**config.mk**
```make
export PLATFORM = sky130hd
export DESIGN_NAME = reset_sequencer
export DESIGN_NICKNAME = d
export VERILOG_FILES = /design/src/rtl/reset_sequencer_pkg.sv /design/src/rtl/reset_sequencer_sync_chain.sv /design/src/rtl/reset_sequencer.sv
export SDC_FILE = /design/constraint.sdc
export NUM_CORES = 1
export LEC_CHECK = 0
export CAP_MARGIN = 25
export CORE_UTILIZATION = 54
export CTS_BUF_LIST = sky130_fd_sc_hd__clkbuf_4 sky130_fd_sc_hd__clkbuf_8 sky130_fd_sc_hd__clkbuf_16
export DETAILED_ROUTE_END_ITERATION = 7
export DONT_BUFFER_PORTS = 1
export PLACE_DENSITY = 0.72
export REMOVE_ABC_BUFFERS = 1
export SLEW_MARGIN = 20
export SYNTH_ARGS = -nofsm -noshare
export SYNTH_HDL_FRONTEND = slang
export SYNTH_HIERARCHICAL = 1
export SYNTH_SLANG_ARGS = --single-unit
```
**constraint.sdc**
```tcl
create_clock -name i_aclk -period 1.7 [get_ports i_aclk]
set_input_delay 0.34 -clock i_aclk [delete_from_list [all_inputs] [get_ports i_aclk]]
set_output_delay 0.34 -clock i_aclk [all_outputs]
set_load 0.02 [all_outputs]
```
**src/rtl/reset_sequencer_pkg.sv**
```systemverilog
`default_nettype none
// ---------------------------------------------------------------------------
// reset_sequencer_pkg : sequencer FSM encoding and sizing helpers  (rev 1.0)
// ---------------------------------------------------------------------------
package reset_sequencer_pkg;

  typedef enum logic [1:0] {
    ST_ASSERT  = 2'd0,
    ST_RELEASE = 2'd1,
    ST_RUN     = 2'd2
  } seq_state_e;

  function automatic int max_int(input int a, input int b);
    return (a > b) ? a : b;
  endfunction

  function automatic int cnt_width(input int hold, input int stage);
    return $clog2(max_int(hold, stage) + 1);
  endfunction

  function automatic int idx_width(input int num_ch);
    return max_int(1, $clog2(num_ch));
  endfunction

endpackage
`default_nettype wire

```
**src/rtl/reset_sequencer_sync_chain.sv**
```systemverilog
`default_nettype none
// ---------------------------------------------------------------------------
// reset_sync_chain : level synchroniser that powers up / resets to 1  (rev 1.0)
// ---------------------------------------------------------------------------
module reset_sync_chain #(
  parameter int STAGES = 2
) (
  input  logic i_clk,
  input  logic i_rst,
  input  logic i_d,
  output logic o_q
);

  logic [STAGES-1:0] sync_q;
  logic [STAGES-1:0] sync_d;

  always_comb begin
    sync_d = {sync_q[STAGES-2:0], i_d};
  end

  always_ff @(posedge i_clk) begin
    if (i_rst) begin
      sync_q <= '1;
    end else begin
      sync_q <= sync_d;
    end
  end

  assign o_q = sync_q[STAGES-1];

endmodule
`default_nettype wire

```
**src/rtl/reset_sequencer.sv**
```systemverilog
`default_nettype none
// ---------------------------------------------------------------------------
// reset_sequencer : merges hard/soft resets, releases NUM_CH domains in order (rev 1.0)
// ---------------------------------------------------------------------------
module reset_sequencer
  import reset_sequencer_pkg::*;
#(
  parameter int                NUM_CH      = 4,
  parameter int                SYNC_STAGES = 2,
  parameter int                HOLD_CYCLES = 16,
  parameter int                STAGE_DELAY = 8,
  parameter logic [NUM_CH-1:0] CH_SW_MASK  = {NUM_CH{1'b1}}
) (
  input  logic              i_aclk,
  input  logic              i_rst,
  input  logic              i_ext_rst,
  input  logic              i_sw_rst_req,
  output logic              o_sw_rst_ack,
  output logic [NUM_CH-1:0] o_rst_n,
  output logic              o_rst_done,
  output logic              o_busy
);

  localparam int             CW         = cnt_width(HOLD_CYCLES, STAGE_DELAY);
  localparam int             IW         = idx_width(NUM_CH);
  localparam logic [CW-1:0]  HOLD_LAST  = CW'(HOLD_CYCLES - 1);
  localparam logic [CW-1:0]  STAGE_LAST = CW'(STAGE_DELAY - 1);
  localparam logic [IW-1:0]  IDX_LAST   = IW'(NUM_CH - 1);

  logic ext_sync;
  logic hard_src;

  seq_state_e        state_q,   state_d;
  logic [CW-1:0]     cnt_q,     cnt_d;
  logic [IW-1:0]     idx_q,     idx_d;
  logic              sw_mode_q, sw_mode_d;
  logic [NUM_CH-1:0] rst_n_q,   rst_n_d;
  logic              done_q,    done_d;
  logic              busy_q,    busy_d;
  logic              ack_q,     ack_d;

  reset_sync_chain #(
    .STAGES (SYNC_STAGES)
  ) u_ext_sync (
    .i_clk (i_aclk),
    .i_rst (i_rst),
    .i_d   (i_ext_rst),
    .o_q   (ext_sync)
  );

  assign hard_src = i_rst | ext_sync;

  always_comb begin
    state_d   = state_q;
    cnt_d     = cnt_q;
    idx_d     = idx_q;
    sw_mode_d = sw_mode_q;
    rst_n_d   = rst_n_q;
    done_d    = done_q;
    busy_d    = busy_q;
    ack_d     = 1'b0;

    if (hard_src) begin
      state_d   = ST_ASSERT;
      cnt_d     = '0;
      idx_d     = '0;
      sw_mode_d = 1'b0;
      rst_n_d   = '0;
      done_d    = 1'b0;
      busy_d    = 1'b1;
    end else begin
      case (state_q)
        ST_ASSERT: begin
          // Software sequences leave unmasked channels untouched.
          if (!sw_mode_q) begin
            rst_n_d = '0;
          end
          if (cnt_q == HOLD_LAST) begin
            cnt_d      = '0;
            rst_n_d[0] = 1'b1;
            if (NUM_CH == 1) begin
              state_d = ST_RUN;
              done_d  = 1'b1;
              busy_d  = 1'b0;
            end else begin
              state_d = ST_RELEASE;
            end
          end else begin
            cnt_d = cnt_q + 1'b1;
          end
        end

        ST_RELEASE: begin
          if (cnt_q == STAGE_LAST) begin
            cnt_d = '0;
            idx_d = idx_q + 1'b1;
            for (int k = 0; k < NUM_CH; k++) begin
              if (idx_d == IW'(k)) begin
                rst_n_d[k] = 1'b1;
              end
            end
            if (idx_d == IDX_LAST) begin
              state_d = ST_RUN;
              done_d  = 1'b1;
              busy_d  = 1'b0;
            end
          end else begin
            cnt_d = cnt_q + 1'b1;
          end
        end

        ST_RUN: begin
          if (i_sw_rst_req) begin
            state_d   = ST_ASSERT;
            cnt_d     = '0;
            idx_d     = '0;
            sw_mode_d = 1'b1;
            rst_n_d   = rst_n_q & ~CH_SW_MASK;
            done_d    = 1'b0;
            busy_d    = 1'b1;
            ack_d     = 1'b1;
          end
        end

        default: begin
          state_d   = ST_ASSERT;
          cnt_d     = '0;
          idx_d     = '0;
          sw_mode_d = 1'b0;
          rst_n_d   = '0;
          done_d    = 1'b0;
          busy_d    = 1'b1;
        end
      endcase
    end
  end

  always_ff @(posedge i_aclk) begin
    if (i_rst) begin
      state_q   <= ST_ASSERT;
      cnt_q     <= '0;
      idx_q     <= '0;
      sw_mode_q <= 1'b0;
      rst_n_q   <= '0;
      done_q    <= 1'b0;
      busy_q    <= 1'b1;
      ack_q     <= 1'b0;
    end else begin
      state_q   <= state_d;
      cnt_q     <= cnt_d;
      idx_q     <= idx_d;
      sw_mode_q <= sw_mode_d;
      rst_n_q   <= rst_n_d;
      done_q    <= done_d;
      busy_q    <= busy_d;
      ack_q     <= ack_d;
    end
  end

  assign o_rst_n      = rst_n_q;
  assign o_rst_done   = done_q;
  assign o_busy       = busy_q;
  assign o_sw_rst_ack = ack_q;

endmodule
`default_nettype wire

```
# --- Yosys cells after proc, flatten, opt, wreduce, memory -nomap -nowiden ---
# Index checks and enable logic that the tools add are counted.
totals:
  reg_bits: 19
  input_bits: 4
  output_inout_bits: 7
  elab_cells: 76
op_classes:
  n_addsub: 2
  n_eq_ne: 16
  mux: 29
  n_bitwise: 4
  reduce_logical: 13
op_table:
  columns: ["cell", "n"]
  rows:
  - ["$reduce_and A4 Y1", 6]
  - ["$ne A2 B2 Y1 const B", 8]
  - ["$mux W5", 3]
  - ["$pmux W5 S3", 1]
  - ["$mux W4", 3]
  - ["$pmux W2 S3", 2]
  - ["$pmux W4 S3", 1]
  - ["$mux W1", 11]
  - ["$mux W2", 5]
  - ["$eq A2 B2 Y1 const B", 3]
  - ["$pmux W1 S3", 2]
  - ["$add A5 B1 Y5 const B", 1]
  - ["$eq A5 B3 Y1 const B", 1]
  - ["$eq A5 B4 Y1 const B", 1]
  - ["$eq A2 B1 Y1 const B", 2]
  - ["$logic_not A2 Y1", 2]
  - ["$reduce_or A2 Y1", 2]
  - ["$ne A3 B3 Y1 const B", 1]
  - ["$not A1 Y1", 3]
  - ["$reduce_and A3 Y1", 1]
  - ["$reduce_or A3 Y1", 1]
  - ["$add A2 B1 Y2 const B", 1]
  - ["$pmux W1 S2", 1]
  - ["$reduce_and A2 Y1", 1]
  - ["$or A1 B1 Y1", 1]

# --- Longest topological paths before layout ---
# Gate-level depths: netlist of the first run.
depth:
  ltp_word: 5
  mapped_depth: 7
  depth_no_buf: 7

# --- Hierarchy ---
# The synthesis of the first run kept the hierarchy.
by_module_without_submodules:
  columns: ["module", "instances", "cells_each", "area_per_inst_um2", "seq_area_each_um2"]
  rows:
  - ["reset_sequencer", 1, 97, 900.9, 340.3]
  - ["reset_sync_chain", 1, 4, 52.6, 40.0]

# --- Worst setup path after synthesis of the first run ---
# No wires, ideal clock.
synth_path:
  path_type: "register to register"
  from: "register cnt_q[0]"
  to: "register cnt_q[2]"
  setup_ps: 91
  arrival_time_ps: 1630
  required_time_ps: 1609
  path_slack_ps: -21
  path_stages_with_launch: 8
  n_path_buf: 0
  synth_period_minus_slack_ps: 1721
  path_cell_list: "dfxtp_1 -> ha_1 -> nand3_1 -> inv_1 -> ha_1 -> nor2b_4 -> or3_2 -> a311oi_1"
synth_between:
  elab_chain_len: 3
  word_cells_on_any_way: 6
  cone_classes: "add/sub: 1; eq/ne: 2; mux: 3"
synth_rtl:
  columns: ["item", "line", "source"]
  rows:
  - ["start, declared", "reset_sequencer.sv:34", "logic [CW-1:0] cnt_q, cnt_d;"]
  - ["start signal, assigned", "reset_sequencer.sv:150", "cnt_q <= cnt_d;"]
  - ["$add A5 B1 Y5 (tied with other cells)", "reset_sequencer.sv:89, reset_sequencer.sv:108", null]
  - ["$mux W5 (on tied branches)", "reset_sequencer.sv:94, reset_sequencer.sv:78", null]
  - ["$pmux W5 S3 (*)", "reset_sequencer.sv:72", "case (state_q)"]
# Every way passes the cells marked *; elsewhere a longest branch is shown, timed or not.
# A chain may end at the register's enable or synchronous reset.

# --- Worst setup path after layout of the first run ---
layout_path:
  from: "register cnt_q[0]"
  to: "register cnt_q[4]"
# The elaborated chain is that of the path after synthesis.

==> flow_summary.json, run 1 <==
{
  "synth_seq_area_share_pct": 39.90,
  "holdCritPathClass": "in2reg",
  "hold_end": "u_ext_sync/sync_q[0]$_SDFF_PP1_",
  "max_freq_ghz": 0.6070,
  "n_fill_cell": 124,
  "num_rows": 14,
  "first_global_vias": 740,
  "antenna_found_initial": 0,
  "hold_viol_final": 0,
  "yosysTopAreaCellShare_pct": 39.90,
  "worst_r2r_path_depth": 10,
  "skew_ns": 0.008778,
  "synth.cell_area_um2": 953.4,
  "critPathArrivalTime_ns": 1.87,
  "cp-startpoint": "cnt_q[0]$_SDFFE_PP0N_",
  "wire_per_inst_um": 14.26,
  "clockPowerShare_pct": 33.5,
  "seqPwrFrac_pct": 64.7,
  "crit_path_frequent_cell": "buf_4",
  "whs_path_depth": 1,
  "intPower_uw": 541.5,
  "core_area_um2": 1577,
  "die_w_um": 44.02,
  "path_max_fanout": 2,
  "cts_buffers": 3,
  "drv_slew": 0,
  "power_density_nw_per_um2": 628.5,
  "initial_utilization_pct": 60.48,
  "maxCapViolCount": 0,
  "ant_nets": 0,
  "switching_share_pct": 22.02,
  "vdd_ir_drop_max_mv": 0.5787,
  "diodes": 0,
  "htree_levels": 1,
  "yosysWarnings": 6,
  "gr-usage-all-layers_pct": 22.13,
  "critPathSlowestCell": "dfxtp_2",
  "dp_hpwl_um": 1373,
  "fin_ws_ns": 0.05259,
  "vias": 791,
  "cts_sinks": 19,
  "io_buffers": 0,
  "clk_latency_ns": 0.31,
  "clockBufferDepth": 2,
  "syn-mean-instance-area_um2": 9.440,
  "dp_slack_ns": -0.06732,
  "timing.final.crit_share_pct": 96.91,
  "hp-start": "i_rst",
  "p_comb_share_pct": 1.9,
  "violations": "design-rule violations",
  "reg2reg_to": "cnt_q[4]$_SDFFE_PP0N_",
  "switching_power_uw": 152.9,
  "period_minus_slack_ns": 1.647,
  "synth.distinct_cells": 36,
  "worstPathCellList": "ha_2 > nand3_2 > buf_4 > buf_4 > buf_4 > buf_4 > ha_1 > nand2b_1 > a21oi_1 > o21a_1",
  "slew_headroom_pct": 63.80,
  "synth_area_leaders": "dfxtp_1 40%, ha_1 9.2%, a21oi_1 4.2%, a2111o_1 3.5%, a31oi_1 3.3%",
  "clk_pin_slew_ns": 0.11,
  "setup_viol": 0,
  "die_h_um": 44.02,
  "synthCells": 101,
  "grt_first_pass_wirelength_um": 3118,
  "num-nets-final": 127,
  "tritoncts": "done",
  "place_congestion": 0.7929,
  "die-area_um2": 1938,
  "r2r-start": "cnt_q[0]$_SDFFE_PP0N_",
  "ys_ff_latch": 19,
  "r2r_slack_ns": 0.05,
  "power.leakage_nw": 0.4128,
  "cpPeakStageDelay_ns": 0.34,
  "drive_above_1_share_pct": 26.96,
  "worstMarginPinSlew_ns": 0.5431,
  "io_pins": 11,
  "end_kind": "flop",
  "vias_per_cell": 6.038,
  "grt_start_max_net_pins": 15,
  "root_buffer": "clkbuf_4",
  "required_ns": 1.92,
  "gr-total-overflow": 0,
  "outcome": "complete, but fails checks",
  "cp-start-kind": "flop",
  "drtIter0Drc": 15,
  "area_growth_pct": 15.88,
  "remaining_drc_errors": 1,
  "p_total_uw": 694.4,
  "yosys.area.top_type": "dfxtp_1",
  "routed_wl_um": 1868,
  "ctsHoldBuffers": 0,
  "drt-pass1-iter-count": 8,
  "crit_type": "reg2reg"
}
==> critical path, delay by kind of cell (launching register included) <==
kind / cells / cell delay [ns]
compound gates: 2 / 0.23
fa+ha+maj: 2 / 0.36
buf+inv: 4 / 0.50
flops: 1 / 0.34
simple gates: 2 / 0.13
==> area by class of cell <==
class,count,area [um2],share of cell area [%]
Inverter,7,26.28,2.378
Multi-Input combinational cell,69,528.0,47.79
Clock inverter,1,5.005,0.4530
Tap cell,16,20.02,1.812
Clock buffer,3,22.52,2.039
Sequential cell,19,382.9,34.65
Timing Repair Buffer,16,120.1,10.87
==> cell usage after synthesis <==
cell	count
a311oi_1	1
or3_2	1
or2_0	1
a21o_1	1
nor2b_1	1
inv_1	7
nand3_1	5
xor2_1	1
nand4_1	2
o21a_1	2
nor2b_4	1
or2b_1	1
buf_4	1
nand2_1	4
o311ai_0	1
nor2_1	6
o22ai_1	2
or2_1	2
o31ai_1	1
a31oi_1	5
a21oi_1	8
o21ai_0	1
and2b_1	2
a2111o_1	3
buf_6	1
nand3b_1	1
ha_1	7
nand3_4	1
nor4bb_4	1
buf_2	4
nor3_1	2
o211ai_1	1
a211o_2	1
nand2b_1	2
a211oi_1	1
dfxtp_1	19
==> how the worst max path moves through the flow <==
stage	endpoint	slack, ns	cells past startpoint
2_1_floorplan	cnt_q[2]$_SDFFE_PP0N_	-0.03	7
3_3_place_gp	cnt_q[2]$_SDFFE_PP0N_	0.02	7
3_5_place_dp	cnt_q[2]$_SDFFE_PP0N_	-0.07	7
4_1_cts	cnt_q[2]$_SDFFE_PP0N_	0.02	7
5_1_grt	cnt_q[4]$_SDFFE_PP0N_	-0.006	10
6_report	cnt_q[4]$_SDFFE_PP0N_	0.05	10
==> cells in the final DEF (no fill, tap or decap), types with 2 or more instances in the layout <==
| cell | count |
|---|---|
| dfxtp_1 | 17 |
| buf_4 | 16 |
| a21oi_1 | 8 |
| inv_1 | 7 |
| nor2_1 | 6 |
| a31oi_1 | 5 |
| ha_1 | 5 |
| nand3_1 | 4 |
| nand2_1 | 4 |
| a2111o_1 | 3 |
| clkbuf_4 | 3 |
| and2b_1 | 2 |
| nand4_1 | 2 |
| o22ai_1 | 2 |
| nor3_1 | 2 |
| nand2b_1 | 2 |
| o21a_1 | 2 |
| ha_2 | 2 |
| dfxtp_2 | 2 |
| or2_1 | 2 |
==> power groups by stage <==
stage / clock network [mW] / logic (mW) / registers [mW]
6_report: 0.232 / 0.0129 / 0.449
3_3_place_gp: 0 / 0.0126 / 0.459
4_1_cts: 0.240 / 0.0130 / 0.449
3_5_place_dp: 0 / 0.0129 / 0.459
5_1_grt: 0.265 / 0.0140 / 0.450
2_1_floorplan: 0 / 0.00795 / 0.459
==> flip-flops by register name (all words and copies together) (netlist names) <==
register / cells
o_rst_n: 4
state_q: 2
o_rst_done: 1
idx_q: 2
o_busy: 1
sw_mode_q: 1
cnt_q: 5
u_ext_sync/sync_q: 2
o_sw_rst_ack: 1
==> layer usage <==
metal | global-route usage [%] | share of wire (%) | wire length [um] | vias to the layer above
met3 | 7.755 | 4.8 | 89 | 5
met2 | 36.18 | 50 | 931 | 23
met4 | 7.273 | 1.6 | 29 | 0
li1 | - | - | - | 394
met1 | 27.18 | 44 | 818 | 369
met5 | 0 | 0 | 0 | -
==> repair_timing <==
item / CTS / global route
setup endpoints to repair: 1 / 2
setup buffers: 3 / 0
resized for setup: 3 / 4
pin swaps: 2 / 1
==> metrics by stage <==
| stage | setup TNS, ns | utilization (%) | instances | hold slack, ns | instance area, um2 |
|---|---|---|---|---|---|
| 5_1_grt | -0.006470 | 70.08 | 131 | 0.1076 | 1105 |
| 6_report | 0 | 70.08 | 131 | 0.1278 | 1105 |
| 3_5_place_dp | -0.06732 | 65.48 | 124 | 0.4016 | 1032 |
| 2_1_floorplan | -0.03491 | - | 95 | 0.3832 | 914.6 |
| 4_1_cts | 0 | 69.29 | 131 | 0.1232 | 1092 |
| 3_3_place_gp | 0 | 65.48 | 124 | 0.3976 | 1032 |
==> logic make-up after synthesis <==
group	synth area share [%]
xor gates and xnor gates	0.9188
DFF	39.89
adders and majority gates	9.186
and+or+nand+nor	22.70
buffers and inverters	6.825
AOI/OAI and AO/OA	20.47
(Power assumes the default switching activity.)
==> run 2, diff against run 1 <==
- CORE_MARGIN: not set -> 5
- CTS_BUF_LIST: sky130_fd_sc_hd__clkbuf_4 sky130_fd_sc_hd__clkbuf_8 sky130_fd_sc_hd__clkbuf_16 -> sky130_fd_sc_hd__clkbuf_16
==> run 2 against run 1 <==
Against the previous run:
- the run now ends clean
- clock skew decreased by 0.0070 ns
- critical path depth decreased by 2
- sequential power about the same
- global-route usage decreased by 6.5 points
- final cell count increased by 5.3%
- worst setup slack improved by 0.010 ns
- maximum frequency increased by 0.61%
- clock power increased by 110%
- critical endpoint is now cnt_q[3]$_SDFFE_PP0N_
==> flow_summary.json, run 2 (same netlist as run 1, synthesis figures left out) <==
{
  "outcome": "finished, final reports clean",
  "end_kind": "flop",
  "initial_utilization_pct": 55.82,
  "cp-start-kind": "flop",
  "drtIter0Drc": 28,
  "vias_per_cell": 5.616,
  "antenna_found_initial": 0,
  "worst-path-buf-inv": 2,
  "remaining_drc_errors": 0,
  "vias": 775,
  "drive_above_1_share_pct": 24.78,
  "core_area_um2": 1708,
  "fin_ws_ns": 0.06263,
  "stdcell_area_um2": 1161,
  "final_common_cell": "dfxtp_1",
  "wire_per_inst_um": 13.53,
  "whs_path_depth": 1,
  "final_cell_mix": "17 x dfxtp_1, 14 x buf_4, 8 x inv_1",
  "required_ns": 1.88,
  "critPathArrivalTime_ns": 1.81,
  "timing.final.crit_share_pct": 96.32,
  "cpPeakStageDelay_ns": 0.38,
  "area_growth_pct": 21.78,
  "gr-total-overflow": 0,
  "num_rows": 15,
  "power.leakage_nw": 0.4289,
  "drv_slew": 0,
  "io_pins": 11,
  "cts_buffers": 3,
  "cts_sinks": 19,
  "place_congestion": 0.8315,
  "first_global_vias": 739,
  "gr-usage-all-layers_pct": 15.68,
  "dp_slack_ns": -0.07384,
  "final_util_pct": 67.99,
  "max_freq_ghz": 0.6107,
  "rsz0062_at_grt": "no",
  "p_total_uw": 941.6,
  "ctsHoldBuffers": 0,
  "ant_nets": 0,
  "regMostFlops": "cnt_q",
  "period_minus_slack_ns": 1.637,
  "power_density_nw_per_um2": 811.0,
  "vdd_ir_drop_max_mv": 0.4684,
  "clockBufferDepth": 2,
  "grt_first_pass_wirelength_um": 3180,
  "clk_pin_slew_ns": 0.05,
  "io_buffers": 0,
  "diodes": 0,
  "worst_r2r_path_depth": 8,
  "critPathSlowestCell": "a2111o_1",
  "dp_hpwl_um": 1428,
  "slew_headroom_pct": 70.29,
  "clk_latency_ns": 0.25,
  "dpl_cell_area_um2": 1044,
  "maxCapViolCount": 0,
  "num-nets-final": 125,
  "worstPathCellList": "ha_4 > nand3_1 > inv_1 > ha_2 > nor2b_4 > buf_4 > a2111o_1 > o22ai_1",
  "die-area_um2": 2706,
  "root_buffer": "clkbuf_16",
  "crit_type": "reg2reg",
  "setup_viol": 0,
  "largest_reg_flops": 5,
  "drt-pass1-iter-count": 4,
  "tritoncts": "done",
  "path_max_fanout": 3,
  "skew_ns": 0.001784,
  "critical-path-top-delay-family": "compound AO/OA/AOI/OAI gates",
  "htree_levels": 1,
  "regArea_um2": 382.9,
  "worstMarginPinSlew_ns": 0.4450,
  "holdCritPathClass": "in2reg",
  "grt_start_max_net_pins": 16,
  "multi_input_area_um2": 536.8,
  "cp.depth": 8,
  "routed_wl_um": 1867,
  "hold_viol_final": 0,
  "n_fill_cell": 119,
  "die_w_um": 52.02,
  "die_h_um": 52.02
}
-- run 2: final cells by class --
type                            instances  area share (%)
Multi-Input combinational cell         69           46.23
Sequential cell                        19           32.97
Timing Repair Buffer                   14           9.052
Clock buffer                            3           6.466
Tap cell                               25           2.694
Inverter                                7           2.263
Clock inverter                          1          0.3233
-- run 2: path summary, 6_finish.rpt --
kind | from | end | slack [ns]
worst min-delay path | i_rst | u_ext_sync/sync_q[0]$_SDFF_PP1_ | 0.19
worst max-delay path | cnt_q[1]$_SDFFE_PP0N_ | cnt_q[3]$_SDFFE_PP0N_ | 0.06
worst min register to register | u_ext_sync/sync_q[0]$_SDFF_PP1_ | u_ext_sync/sync_q[1]$_SDFF_PP1_ | 0.42
worst max register to register | cnt_q[1]$_SDFFE_PP0N_ | cnt_q[3]$_SDFFE_PP0N_ | 0.06
-- run 2: what timing repair did --
action                                  in CTS  in global routing
cloned                                       0                  0
pin swaps                                    1                  4
resized for setup                            2                  6
endpoints found under the setup margin       3                  6
buffers inserted                             0                  1
-- run 2: where the power goes --
part / internal [mW] / leakage (nW) / switching [mW] / total [mW]
Clock: 0.313 / 0.0423 / 0.164 / 0.477
Combinational: 0.00688 / 0.232 / 0.00795 / 0.0148
Sequential: 0.449 / 0.155 / 0.00137 / 0.450
Total: 0.768 / 0.429 / 0.173 / 0.942
-- run 2: stage by stage --
step	std cells	hold WS, ns	setup TNS, ns
after global placement	133	0.3958	0
after detailed placement	133	0.3927	-0.1116
after CTS	137	0.1905	0
after floorplan	95	0.3832	-0.03491
after global routing	138	0.1924	0
final	138	0.1871	0
-- run 2: metal layers --
layer,track usage (%),wire [um]
met1,19.22,851
met2,25.73,890
met3,2.579,91
met4,8.734,34
met5,0,0
